===== src/rtl/rgb_led_pkg.sv =====
// Shared state codes and colour-stepping helper for the RGB LED sequencer.
package rgb_led_pkg;

    typedef enum logic [1:0] {
        ST_IDLE  = 2'd0,
        ST_RED   = 2'd1,
        ST_GREEN = 2'd2,
        ST_BLUE  = 2'd3
    } state_t;

    // Colour rotation RED -> GREEN -> BLUE -> RED; IDLE starts at RED.
    function automatic state_t next_colour(input state_t s);
        state_t n;
        case (s)
            ST_RED:   n = ST_GREEN;
            ST_GREEN: n = ST_BLUE;
            ST_BLUE:  n = ST_RED;
            default:  n = ST_RED;
        endcase
        return n;
    endfunction

endpackage


===== src/rtl/rgb_led_sequencer_if.sv =====
// Board-facing signal bundle: raw buttons in, LED pins and debug state out.
interface rgb_led_if;
    logic       push_button0;
    logic       push_button1;
    logic       led_red;
    logic       led_green;
    logic       led_blue;
    logic [1:0] state_dbg;

    modport master (
        output push_button0, push_button1,
        input  led_red, led_green, led_blue, state_dbg
    );

    modport slave (
        input  push_button0, push_button1,
        output led_red, led_green, led_blue, state_dbg
    );
endinterface


===== src/rtl/rgb_led_sequencer_button_debouncer.sv =====
// Per-button synchronizer, stability counter and press-pulse generator.
module button_debouncer #(
    parameter int DEBOUNCE_CYCLES = 250000
) (
    input  logic clock,
    input  logic reset,
    input  logic button_in,
    output logic level,
    output logic press
);
    localparam int CNT_W = (DEBOUNCE_CYCLES > 1) ? $clog2(DEBOUNCE_CYCLES) : 1;
    localparam logic [CNT_W-1:0] CNT_LAST = CNT_W'(DEBOUNCE_CYCLES - 1);

    logic             sync1;
    logic             sync2;
    logic [CNT_W-1:0] cnt;

    // Two-flop synchronizer for the asynchronous button input.
    always_ff @(posedge clock) begin
        if (reset) begin
            sync1 <= 1'b0;
            sync2 <= 1'b0;
        end else begin
            sync1 <= button_in;
            sync2 <= sync1;
        end
    end

    // Accept a new level only after it has differed for DEBOUNCE_CYCLES edges; pulse on rising accept.
    always_ff @(posedge clock) begin
        if (reset) begin
            cnt   <= '0;
            level <= 1'b0;
            press <= 1'b0;
        end else begin
            press <= 1'b0;
            if (sync2 == level) begin
                cnt <= '0;
            end else if (cnt == CNT_LAST) begin
                cnt   <= '0;
                level <= sync2;
                press <= sync2;
            end else begin
                cnt <= cnt + 1'b1;
            end
        end
    end
endmodule


===== src/rtl/rgb_led_sequencer.sv =====
// RGB LED sequencer: colour FSM with dwell auto-advance and a shared PWM brightness stage.
// state   | meaning
// IDLE    | all LEDs off, waiting for start press
// RED     | red LED driven by PWM
// GREEN   | green LED driven by PWM
// BLUE    | blue LED driven by PWM
module rgb_led_sequencer
    import rgb_led_pkg::*;
#(
    parameter int                  DEBOUNCE_CYCLES = 250000,
    parameter int                  DWELL_CYCLES    = 12000000,
    parameter int                  PWM_BITS        = 8,
    parameter logic [PWM_BITS-1:0] DUTY            = 64
) (
    input logic     clock,
    input logic     reset,
    rgb_led_if.slave io
);
    localparam int DWELL_W = $clog2(DWELL_CYCLES);
    localparam logic [DWELL_W-1:0] DWELL_LAST = DWELL_W'(DWELL_CYCLES - 1);

    state_t              state;
    state_t              state_next;
    logic [DWELL_W-1:0]  dwell_cnt;
    logic [DWELL_W-1:0]  dwell_next;
    logic [PWM_BITS-1:0] pwm_cnt;
    logic                pwm_on;
    logic                press0;
    logic                press1;
    logic                level0;
    logic                level1;
    logic                red_next;
    logic                green_next;
    logic                blue_next;

    button_debouncer #(.DEBOUNCE_CYCLES(DEBOUNCE_CYCLES)) u_deb0 (
        .clock     (clock),
        .reset     (reset),
        .button_in (io.push_button0),
        .level     (level0),
        .press     (press0)
    );

    button_debouncer #(.DEBOUNCE_CYCLES(DEBOUNCE_CYCLES)) u_deb1 (
        .clock     (clock),
        .reset     (reset),
        .button_in (io.push_button1),
        .level     (level1),
        .press     (press1)
    );

    // State and dwell counter registers.
    always_ff @(posedge clock) begin
        if (reset) begin
            state     <= ST_IDLE;
            dwell_cnt <= '0;
        end else begin
            state     <= state_next;
            dwell_cnt <= dwell_next;
        end
    end

    // Next state: stop wins, then start/step; a press on the expiry cycle still steps only once.
    always_comb begin
        state_next = state;
        dwell_next = dwell_cnt;
        if (press1) begin
            state_next = ST_IDLE;
            dwell_next = '0;
        end else if (state == ST_IDLE) begin
            dwell_next = '0;
            if (press0) state_next = ST_RED;
        end else if (press0 || (dwell_cnt == DWELL_LAST)) begin
            state_next = next_colour(state);
            dwell_next = '0;
        end else begin
            dwell_next = dwell_cnt + 1'b1;
        end
    end

    // Free-running PWM counter, independent of the colour state.
    always_ff @(posedge clock) begin
        if (reset) pwm_cnt <= '0;
        else       pwm_cnt <= pwm_cnt + 1'b1;
    end

    assign pwm_on = (pwm_cnt < DUTY);

    // Per-colour LED enables decoded from the current state.
    always_comb begin
        red_next   = (state == ST_RED)   && pwm_on;
        green_next = (state == ST_GREEN) && pwm_on;
        blue_next  = (state == ST_BLUE)  && pwm_on;
    end

    // Registered pin drivers and debug state.
    always_ff @(posedge clock) begin
        if (reset) begin
            io.led_red   <= 1'b0;
            io.led_green <= 1'b0;
            io.led_blue  <= 1'b0;
            io.state_dbg <= ST_IDLE;
        end else begin
            io.led_red   <= red_next;
            io.led_green <= green_next;
            io.led_blue  <= blue_next;
            io.state_dbg <= state;
        end
    end

    logic unused_levels;
    assign unused_levels = level0 ^ level1;
endmodule


===== src/flat_wrapper.sv =====
// flat-port wrapper written by rule: the top's interface ports become plain ports
module rgb_led_sequencer_flat import rgb_led_pkg::*;
#(
    parameter int                  DEBOUNCE_CYCLES = 250000,
    parameter int                  DWELL_CYCLES    = 12000000,
    parameter int                  PWM_BITS        = 8,
    parameter logic [PWM_BITS-1:0] DUTY            = 64
)
  (clock, reset, io_push_button0, io_push_button1, io_led_red, io_led_green, io_led_blue, io_state_dbg);
  rgb_led_if io_i ();
  input logic clock;
  input logic reset;
  input wire logic [$bits(io_i.push_button0)-1:0] io_push_button0;
  input wire logic [$bits(io_i.push_button1)-1:0] io_push_button1;
  output wire logic [$bits(io_i.led_red)-1:0] io_led_red;
  output wire logic [$bits(io_i.led_green)-1:0] io_led_green;
  output wire logic [$bits(io_i.led_blue)-1:0] io_led_blue;
  output wire logic [$bits(io_i.state_dbg)-1:0] io_state_dbg;
  assign io_i.push_button0 = io_push_button0;
  assign io_i.push_button1 = io_push_button1;
  assign io_led_red = io_i.led_red;
  assign io_led_green = io_i.led_green;
  assign io_led_blue = io_i.led_blue;
  assign io_state_dbg = io_i.state_dbg;
  rgb_led_sequencer #(.DEBOUNCE_CYCLES(DEBOUNCE_CYCLES), .DWELL_CYCLES(DWELL_CYCLES), .PWM_BITS(PWM_BITS), .DUTY(DUTY)) u_core (.clock(clock), .reset(reset), .io(io_i));
endmodule

===== config.mk =====
export PLATFORM = sky130hd
export DESIGN_NAME = rgb_led_sequencer_flat
export DESIGN_NICKNAME = d
export VERILOG_FILES = /design/src/rtl/rgb_led_pkg.sv /design/src/rtl/rgb_led_sequencer_if.sv /design/src/rtl/rgb_led_sequencer_button_debouncer.sv /design/src/rtl/rgb_led_sequencer.sv /design/src/flat_wrapper.sv
export SDC_FILE = /design/constraint.sdc
export NUM_CORES = 1
export LEC_CHECK = 0
export BUFFER_PORTS_ARGS = -buffer_cell sky130_fd_sc_hd__clkbuf_2
export CAP_MARGIN = 20
export CORE_MARGIN = 4
export CORE_UTILIZATION = 35
export CTS_CLUSTER_DIAMETER = 50
export DETAILED_ROUTE_END_ITERATION = 8
export REMOVE_ABC_BUFFERS = 1
export SKIP_CTS_REPAIR_TIMING = 1
export SLEW_MARGIN = 20
export SYNTH_ARGS = -nofsm -noshare
export SYNTH_HDL_FRONTEND = slang
export SYNTH_SLANG_ARGS = --single-unit

===== constraint.sdc =====
create_clock -name clock -period 2.5 [get_ports clock]
set_input_delay 0.25 -clock clock [delete_from_list [all_inputs] [get_ports clock]]
set_output_delay 0.25 -clock clock [all_outputs]
set_load 0.02 [all_outputs]

==> flow_metrics.env <==
export IMPL_outcome="finished clean"
export IMPL_finalNetCount=423
export IMPL_leakage_nw=1.28
export IMPL_drv_slew=0
export IMPL_max_clock_path_buffers=2
export IMPL_via_per_inst=4.95
export IMPL_crit_fanout=5
export IMPL_wirelength_um=6460
export IMPL_die_h_um=110
export IMPL_maxCapViolCount=0
export IMPL_num_vias=2711
export IMPL_hold_class="in -> reg"
export IMPL_gp_congestion=0.805
export IMPL_coreArea_um2=9910
export IMPL_syn_cell_area_um2=3620
export IMPL_worstMarginPinSlew_ns=0.465
export IMPL_ir_worst_vdd_mv=0.501
export IMPL_nFillCells=1007
export IMPL_power_density_nw_per_um2=563
export IMPL_groute_usage_overall_pct=12.1
export IMPL_wl_per_cell_um=11.8
export IMPL_finalCritPeriodShare_pct=74.8
export IMPL_start_util_pct=36.5
export IMPL_drt_initial_drc_count=125
export IMPL_fin_skew_ns=0.00854
export IMPL_postLayoutCellArea_um2=3980
export IMPL_ant_nets=0
export IMPL_syn_inst=398
export IMPL_area_delta_synth_final_pct=10.0
export IMPL_portBuffers=8
export IMPL_async_flop_share_pct=0
export IMPL_cts_root_buf="clkbuf_8"
export IMPL_yosysMostFrequentCell="dfxtp_1"
export IMPL_placed_cell_area_um2=3800
export IMPL_route_detailed_drc=0
export IMPL_setup_tns_ns=0
export IMPL_arrival_ns=2.14
export IMPL_rows=36
export IMPL_synth_top_cells_by_area="dfxtp_1 (46%), nor2_1 (5.9%), xor2_1 (5.6%)"
export IMPL_final_hold_viol_count=0
export IMPL_grt_max_degree=18
export IMPL_layout_drive_gt1_share_pct=8.43
export IMPL_yosysTopAreaCell="dfxtp_1"
export IMPL_dominantRegCellSynth="dfxtp_1"
export IMPL_grt_pass1_wl_um=11500
export IMPL_antenna_found_initial=0
export IMPL_synth_seq_cells=83
export IMPL_required_ns=2.77
export IMPL_ys_types=38
export IMPL_synth_common_cells="dfxtp_1 (83), nor2_1 (57), nand3_1 (26), xor2_1 (23)"
export IMPL_overflow=0
export IMPL_clk_pin_slew_ns=0.08
export IMPL_min_period_ns=1.87
export IMPL_end_kind="register"
export IMPL_setup_violations=0
export IMPL_cts_made_buffers=9
export IMPL_diodes=0
export IMPL_htree_levels=3
export IMPL_drtPass1Iterations=4
export IMPL_hpwl_um=4600
export IMPL_cts_sinks=83
export IMPL_clk_insertion_delay_late_ns=0.34
export IMPL_ys_seq_area_share_pct=46.0
export IMPL_die_area_um2=12000
export IMPL_synth_edff_count=0
export IMPL_yosysTopAreaCellShare_pct=46.0
export IMPL_worstSetupStartpointType="register"
export IMPL_cts_tree="yes"
export IMPL_first_global_vias=2536
export IMPL_max_freq_mhz=535
export IMPL_relSlewSlack_pct=68.9
export IMPL_die_w_um=110
export IMPL_crit_type="reg -> reg"
export IMPL_yosys_warnings=0
export IMPL_pin_count=9
export IMPL_synth_area_per_cell_um2=9.09
export IMPL_grt_setup_unrepaired="false"
-- per-layer routing --
metal / track usage [%] / share of wire, % / vias to the layer above
li1: - / - / 1434
met1: 15.5 / 50 / 1246
met2: 19.2 / 46 / 24
met3: 3.64 / 2.6 / 7
met4: 4.27 / 1.6 / 0
met5: 0 / 0 / -
-- through the flow --
step	worst slack [ns]	hold slack, ns	cells	total power, mW	util (%)
floorplan	0.691	0.317	388	1.38	-
global placement	0.684	0.421	533	1.39	38.3
detailed placement	0.643	0.420	533	1.39	38.3
CTS	0.621	0.113	548	2.28	40.1
global route	0.420	0.133	548	2.35	40.1
finish	0.630	0.141	548	2.24	40.1
-- sequential cells by signal (all words and copies together), names as in the netlist --
| register | cells |
|---|---|
| u_core.pwm_cnt | 8 |
| u_core.u_deb0.sync1 | 1 |
| u_core.u_deb1.sync2 | 1 |
| u_core.state | 2 |
| u_core.u_deb0.sync2 | 1 |
| u_core.u_deb1.sync1 | 1 |
| u_core.u_deb1.press | 1 |
| u_core.io.led_red | 1 |
| u_core.dwell_cnt | 24 |
| u_core.u_deb1.level | 1 |
| u_core.io.state_dbg | 2 |
| u_core.io.led_green | 1 |
| u_core.io.led_blue | 1 |
| u_core.u_deb0.press | 1 |
| u_core.u_deb1.cnt | 18 |
| u_core.u_deb0.level | 1 |
| u_core.u_deb0.cnt | 18 |
-- layout make-up --
cell class	count	area (um^2)	area share, %
tap	133	166	4.18
clock buffer	13	169	4.25
inverter	9	33.8	0.849
sequential	83	1660	41.8
timing repair buffer	12	70.1	1.76
clock inverter	2	10.0	0.252
multi-input combinational	296	1870	46.9
-- power by group --
group / total [mW] / leakage [nW] / switching (mW) / internal (mW)
Sequential: 1.33 / 0.670 / 0.00472 / 1.33
Combinational: 0.0290 / 0.510 / 0.0174 / 0.0116
Clock: 0.878 / 0.0953 / 0.443 / 0.435
-- critical path, stage by stage (launching register included) --
cell and delay (ns):
dfxtp_1 0.39, ha_1 0.21, nand3_1 0.18, nor4_1 0.49, or3b_1 0.39, a21oi_1 0.15
-- layout by cell type, fill, tap and decap left out, types with 8 or more instances in the layout --
cell | synthesis | final
ha_1 | 8 | 8
nor2_1 | 57 | 57
o21ai_0 | 12 | 12
and3_1 | 12 | 12
xnor2_1 | 21 | 21
clkbuf_8 | 0 | 12
xor2_1 | 23 | 23
and4_1 | 8 | 8
clkbuf_2 | 0 | 8
or3_1 | 12 | 12
a21oi_1 | 21 | 21
dfxtp_1 | 83 | 83
and2_1 | 8 | 8
inv_1 | 9 | 9
nand2_1 | 17 | 17
nand3_1 | 26 | 26
nand4_1 | 16 | 16
-- cell families after synthesis --
kind of cell | synth area share [%]
and+or+nand+nor | 30.7
DFF | 46.0
xor gates and xnor gates | 10.7
AOI/OAI and AO/OA | 6.96
buffers and inverters | 2.42
adders and majority gates | 2.77
muxes | 0.554
-- final timing paths --
| check | startpoint | to | slack (ns) | depth (start not counted) |
|---|---|---|---|---|
| setup / recovery | u_core.u_deb0.cnt[0] | u_core.u_deb0.cnt[16] | 0.63 | 5 |
| hold / removal | io_push_button1 | u_core.u_deb1.sync1 | 0.14 | 2 |
| setup reg to reg | u_core.u_deb0.cnt[0] | u_core.u_deb0.cnt[16] | 0.63 | 5 |
| hold reg to reg | u_core.u_deb1.sync1 | u_core.u_deb1.sync2 | 0.44 | 1 |
Note: power is estimated with default switching activity, not from simulation.
